[config.mk]
export PLATFORM = sky130hd
export DESIGN_NAME = tdm_rx_deframer
export DESIGN_NICKNAME = d
export VERILOG_FILES = /design/src/rtl/tdm_rx_deframer.sv
export SDC_FILE = /design/constraint.sdc
export NUM_CORES = 1
export LEC_CHECK = 0
export CORE_MARGIN = 5
export CORE_UTILIZATION = 40
export DETAILED_ROUTE_END_ITERATION = 10
export GPL_TIMING_DRIVEN = 0
export PLACE_DENSITY = 0.63
export SETUP_SLACK_MARGIN = 0.3
export SYNTH_ARGS = -nofsm -noshare
export SYNTH_HDL_FRONTEND = slang
export SYNTH_SLANG_ARGS = --single-unit
[constraint.sdc]
create_clock -name c4 -period 3.5 [get_ports c4]
set_input_delay 0.525 -clock c4 [delete_from_list [all_inputs] [get_ports c4]]
set_output_delay 0.525 -clock c4 [all_outputs]
set_load 0.005 [all_outputs]
[src/rtl/tdm_rx_deframer.sv]
// tdm_rx_deframer
// Receive-side ST-bus deframer. Hunts for and locks onto frame alignment on
// the 2.048 Mb/s line, samples each bit in the second c4 cycle of its cell,
// assembles MSB-first channel bytes and queues {channel, byte} in a small
// registered-output FIFO drained by a valid/ready handshake.
//
// Ports
//   c4            4.096 MHz line clock, rising edge
//   reset_in_rg   synchronous active-high reset
//   f0            frame sync, active low
//   data_from_dt  serial TDM data, MSB of channel 0 first
//   ch_data       channel byte at FIFO head
//   ch_num        channel index of ch_data
//   ch_valid      FIFO head valid
//   ch_ready      consumer takes the head when ch_valid && ch_ready
//   locked        high while in LOCKED
//   frame_start   one-cycle pulse on each accepted f0 while LOCKED
//   lost_sync     one-cycle pulse when LOCKED is exited
//   overflow      sticky, a byte was dropped on a full FIFO
module tdm_rx_deframer #(
    parameter int unsigned CHANNELS   = 32,
    parameter int unsigned FIFO_DEPTH = 4
) (
    input  logic                        c4,
    input  logic                        reset_in_rg,
    input  logic                        f0,
    input  logic                        data_from_dt,
    output logic [7:0]                  ch_data,
    output logic [$clog2(CHANNELS)-1:0] ch_num,
    output logic                        ch_valid,
    input  logic                        ch_ready,
    output logic                        locked,
    output logic                        frame_start,
    output logic                        lost_sync,
    output logic                        overflow
);

    localparam int unsigned FRAME_LEN = CHANNELS * 16;
    localparam int unsigned CNT_W     = $clog2(FRAME_LEN);
    localparam int unsigned CH_W      = $clog2(CHANNELS);
    localparam int unsigned PTR_W     = $clog2(FIFO_DEPTH);
    localparam int unsigned OCC_W     = PTR_W + 1;
    localparam int unsigned ENTRY_W   = CH_W + 8;

    typedef enum logic [1:0] {
        ST_HUNT   = 2'd0,
        ST_CHECK  = 2'd1,
        ST_LOCKED = 2'd2
    } state_t;

    state_t             state;
    state_t             state_nx;
    logic [CNT_W-1:0]   cnt;
    logic [6:0]         shreg;
    logic               cnt_last_c;
    logic               frame_start_nx;
    logic               lost_sync_nx;
    logic               early_sync_c;
    logic               push_req_c;
    logic [ENTRY_W-1:0] push_entry_c;

    logic [ENTRY_W-1:0] mem [FIFO_DEPTH];
    logic [PTR_W-1:0]   wr_ptr;
    logic [PTR_W-1:0]   rd_ptr;
    logic [OCC_W-1:0]   occ;
    logic               pop_c;
    logic               full_c;
    logic               push_ok_c;
    logic               drop_c;
    logic [PTR_W-1:0]   rd_nx_c;
    logic [OCC_W-1:0]   occ_nx_c;
    logic [ENTRY_W-1:0] head_src_c;

    assign cnt_last_c = (cnt == CNT_W'(FRAME_LEN - 1));

    // Sync FSM next state and event pulses.
    always_comb begin
        state_nx       = state;
        frame_start_nx = 1'b0;
        lost_sync_nx   = 1'b0;
        early_sync_c   = 1'b0;
        case (state)
            ST_HUNT: begin
                if (!f0) begin
                    state_nx = ST_CHECK;
                end
            end
            ST_CHECK: begin
                if (cnt_last_c) begin
                    if (!f0) begin
                        state_nx       = ST_LOCKED;
                        frame_start_nx = 1'b1;
                    end else begin
                        state_nx = ST_HUNT;
                    end
                end
            end
            ST_LOCKED: begin
                if (!f0) begin
                    if (cnt_last_c) begin
                        frame_start_nx = 1'b1;
                    end else begin
                        // Early sync: realign, and the partial byte is discarded.
                        state_nx     = ST_CHECK;
                        lost_sync_nx = 1'b1;
                        early_sync_c = 1'b1;
                    end
                end else if (cnt_last_c) begin
                    state_nx     = ST_HUNT;
                    lost_sync_nx = 1'b1;
                end
            end
            default: begin
                state_nx = ST_HUNT;
            end
        endcase
    end

    // A channel completes on the edge ending its 16th cycle; only emit it when
    // alignment holds both before and after that edge.
    assign push_req_c   = (state == ST_LOCKED) && (state_nx == ST_LOCKED) &&
                          (cnt[3:0] == 4'hF);
    assign push_entry_c = {cnt[CNT_W-1:4], shreg, data_from_dt};

    // FSM state, event outputs, frame counter and bit shifter.
    always_ff @(posedge c4) begin
        if (reset_in_rg) begin
            state       <= ST_HUNT;
            locked      <= 1'b0;
            frame_start <= 1'b0;
            lost_sync   <= 1'b0;
            cnt         <= '0;
            shreg       <= '0;
        end else begin
            state       <= state_nx;
            locked      <= (state_nx == ST_LOCKED);
            frame_start <= frame_start_nx;
            lost_sync   <= lost_sync_nx;
            if (!f0 || cnt_last_c) begin
                cnt <= '0;
            end else begin
                cnt <= cnt + CNT_W'(1);
            end
            if (early_sync_c) begin
                shreg <= '0;
            end else if (cnt[0]) begin
                shreg <= {shreg[5:0], data_from_dt};
            end
        end
    end

    // FIFO control. A full FIFO still accepts a push when the head pops on the
    // same edge; the slot freed by the pop is the one being written.
    assign pop_c     = ch_valid && ch_ready;
    assign full_c    = (occ == OCC_W'(FIFO_DEPTH));
    assign push_ok_c = push_req_c && (!full_c || pop_c);
    assign drop_c    = push_req_c && full_c && !pop_c;
    assign rd_nx_c   = rd_ptr + PTR_W'(pop_c);
    assign occ_nx_c  = occ + OCC_W'(push_ok_c) - OCC_W'(pop_c);

    // Next head: bypass the incoming entry when it lands at the new read slot.
    assign head_src_c = (rd_nx_c == wr_ptr) ? push_entry_c : mem[rd_nx_c];

    // FIFO storage, no reset needed since occupancy guards every read.
    always_ff @(posedge c4) begin
        if (!reset_in_rg && push_ok_c) begin
            mem[wr_ptr] <= push_entry_c;
        end
    end

    // FIFO pointers, registered head and sticky overflow.
    always_ff @(posedge c4) begin
        if (reset_in_rg) begin
            wr_ptr   <= '0;
            rd_ptr   <= '0;
            occ      <= '0;
            ch_valid <= 1'b0;
            ch_data  <= '0;
            ch_num   <= '0;
            overflow <= 1'b0;
        end else begin
            if (push_ok_c) begin
                wr_ptr <= wr_ptr + PTR_W'(1);
            end
            rd_ptr <= rd_nx_c;
            occ    <= occ_nx_c;
            if (drop_c) begin
                overflow <= 1'b1;
            end
            // Head only moves when empty or popped, so it is stable under stall.
            if (pop_c || !ch_valid) begin
                ch_valid <= (occ_nx_c != '0);
                if (occ_nx_c != '0) begin
                    {ch_num, ch_data} <= head_src_c;
                end
            end
        end
    end

endmodule

==> impl_metrics.ini <==
[synthesis]
syn_nets = 304
synth_area_leaders = edfxtp_1 (38%), dfxtp_1 (21%), mux4_2 (7.2%), mux2i_1 (5.2%), ha_1 (4.9%)
synth_edf_count = 52
synthSimpleGateAreaFrac_pct = 9.853
synth_seq_cells = 95
synthDistinctLibCells = 49
synthFlopType = edfxtp_1
synth-xor-area-share_pct = 2.302
synth-seq-area-share_pct = 59.42
ys_warn_count = 0
syn_inst = 282
synth_compound_area_share_pct = 6.753
synthMuxAreaShare_pct = 12.71
yosys.area.top_type = edfxtp_1
netlist_area_um2 = 4076
syn_avg_cell_area_um2 = 14.46
async_reset_ff_share_pct = 0
synth_top_family_by_area = multiplexers
synth_adder_area_share_pct = 5.402
synth_top_area_share_pct = 38.31

[detailed_routing]
drt-total-wl_um = 7674
post-route-drc-count = 0
vias_per_cell = 4.991
ant_nets = 0
vias = 2311
drtIter0Drc = 106
dr.pass1.iters = 5
routedWlPerCell_um = 16.57

[floorplan]
pin_count = 23
fp-row-count = 36
fp.dieH_um = 111.0
coreArea_um2 = 9864
dieArea_um2 = 12310
die_w_um = 111.0
initial_core_util_pct = 41.32

[layout]
syn_to_final_growth_pct = 19.00
finalNonFillerCells = 463
regArea_um2 = 2440
diodes = 0
drive_above_1_share_pct = 26.97
num-fill-cells = 861
final_cell_mix = edfxtp_1 (52), dfxtp_1 (37), nor2_1 (26)
layout_commonest_cell = edfxtp_1
fin_nets = 347
design_area_um2 = 4851
multi_input_area_um2 = 1610

[power]
p_sw_w = 0.0004140
pwr-share-comb_pct = 3.0
pwr-share-clk_pct = 34.2
ir_drop_v = 0.0002275
power_w = 0.001861
powerDensity_nw_per_um2 = 383.7
leakage_nw = 1.599
seq_power_share_pct = 62.8
p_int_w = 0.001447
swShare_pct = 22.24

[setup_path]
criticalPathCategory = flip-flop to flip-flop
cp_max_fo = 9
crit_start = cnt[1]$_SDFF_PP0_
cp-end-kind = flip-flop
reg2reg_to = ch_num[0]$_SDFFE_PP0P_
reg2reg_from = cnt[1]$_SDFF_PP0_
arrival_ps = 3890
cp.required_ps = 3690
startpoint_type = flip-flop
reg2reg_depth = 21
reg2reg_slack_ps = -200
endpoint = ch_num[0]$_SDFFE_PP0P_

[cts]
path_clk_slew_ps = 100
cts.sinks = 95
clock_path_buffers = 2
cts_max_level = 3
cts_root_buffer = clkbuf_8
cts_buffers = 9
cts_tree = yes
insertion_delay_ps = 350

[worst_hold_path]
hold_start = overflow$_SDFFE_PP0P_
hold_class = flip-flop to flip-flop

[placement]
dp_cells = 436
dpl-instance-area_um2 = 4547
dp_hpwl_um = 5040
io_buffers = 21
gp_congestion = 0.7549

[run]
drv_cap = 0

[global_route]
grt_max_degree = 16
grt_overflow = 0
antenna_found_initial = 0
grt_pass1_wl_um = 12740
grt_pass1_vias = 2480
global_route.usage.total_pct = 13.17

[sta]
max-slew-margin-rel_pct = 40.31
skew_ps = 18.03
worst_pin_slew_ps = 895.4
worst_slack_ps = -203.4
rsz0062_at_grt = true
fin_crit_ps = 3703
fmax_mhz = 270.0
holdWs_ps = 452.4
fin_setup_tns_ps = -2504
setup_viol = 14
hold_violations = 0
slew_violations = 0
layout_worst_path_cycle_share_pct = 105.8

[status]
status = complete, but fails checks
violations = setup timing
## metrics by stage
stage	utilization [%]	worst slack, ps
3_5_place_dp	46.09	-696.9
3_3_place_gp	46.09	-648.5
4_1_cts	48.68	-244.2
5_1_grt	49.18	-434.2
2_1_floorplan	-	-115.7
6_report	49.18	-203.4
## synth_stat cells (2+ instances only)
library cell  instances
edfxtp_1             52
dfxtp_1              43
nor2_1               26
mux2i_1              21
ha_1                 16
a211oi_2             15
inv_1                15
mux4_2               13
nor2_2                7
nand2b_1              6
xnor2_1               6
a21oi_1               4
and3b_1               4
clkbuf_1              4
nor2b_1               4
buf_4                 3
nand3_1               3
nor3_1                3
buf_2                 2
buf_6                 2
nand2_1               2
o21ai_0               2
or3_1                 2
xor2_1                2
## cell families after synthesis
logic type,after synthesis
flip-flops,95
AND/OR/NAND/NOR,70
multiplexers,35
AO/OA/AOI/OAI,28
buffers and inverters,28
adder cells (fa/ha/maj),17
XOR/XNOR,9
## sequential cells by signal, summed over array words and instances, names as in the netlist
| register | flops |
|---|---|
| ch_num | 5 |
| ch_data | 8 |
| occ | 3 |
| overflow | 1 |
| shreg | 7 |
| ch_valid | 1 |
| wr_ptr | 2 |
| lost_sync | 1 |
| cnt | 9 |
| mem | 52 |
| rd_ptr | 2 |
| locked | 1 |
| state | 2 |
| frame_start | 1 |
## worst max-delay path, stage by stage, from the launching register on
cell	delay, ps
dfxtp_4	360
ha_4	150
nand3_4	80
nor3_4	180
ha_2	220
a21boi_1	60
o22ai_1	220
o311ai_2	180
nor3b_4	210
inv_1	60
ha_1	270
inv_1	60
ha_1	130
inv_1	50
fa_2	330
xor3_1	220
nor3b_2	260
nor2b_2	70
buf_6	160
buf_12	150
nor2_4	80
a211oi_2	40
## cell type report
| cell class | instances | share of cell area, % |
|---|---|---|
| sequential | 95 | 50.30 |
| multi-input combinational | 159 | 33.20 |
| timing repair buffer | 32 | 6.397 |
| tap | 133 | 3.430 |
| clock buffer | 11 | 2.708 |
| buffer | 13 | 2.115 |
| inverter | 15 | 1.161 |
| clock inverter | 5 | 0.6964 |
## per-layer routing
| layer | share of wire (%) | track usage (%) | vias up |
|---|---|---|---|
| met5 | 0 | 0 | - |
| met4 | 1.4 | 5.255 | 0 |
| met3 | 2.7 | 2.238 | 10 |
| met2 | 49 | 22.01 | 27 |
| met1 | 46 | 17.03 | 1154 |
| li1 | - | - | 1120 |
## worst min path at each step
stage,endpoint,slack [ps],depth (start not counted)
global placement,overflow$_SDFFE_PP0P_,440,2
global route,overflow$_SDFFE_PP0P_,490,2
finish,overflow$_SDFFE_PP0P_,450,2
floorplan,overflow$_SDFFE_PP0P_,440,2
detailed placement,overflow$_SDFFE_PP0P_,440,2
CTS,overflow$_SDFFE_PP0P_,460,2
## power groups by stage
stage	sequential (W)	clock, W	combinational [W]
6_report	0.00117	0.000636	0.0000553
5_1_grt	0.00117	0.000707	0.0000610
4_1_cts	0.00117	0.000655	0.0000560
3_3_place_gp	0.00120	0	0.0000504
3_5_place_dp	0.00120	0	0.0000514
2_1_floorplan	0.00120	0	0.0000351
## repair_timing
item	in CTS	in global routing
hold buffers	0	0
buffers inserted	10	0
pin swaps	5	2
cloned	0	1
resized for setup	6	6
endpoints found under the setup margin	16	15
Power figures use the tool's default switching activity.
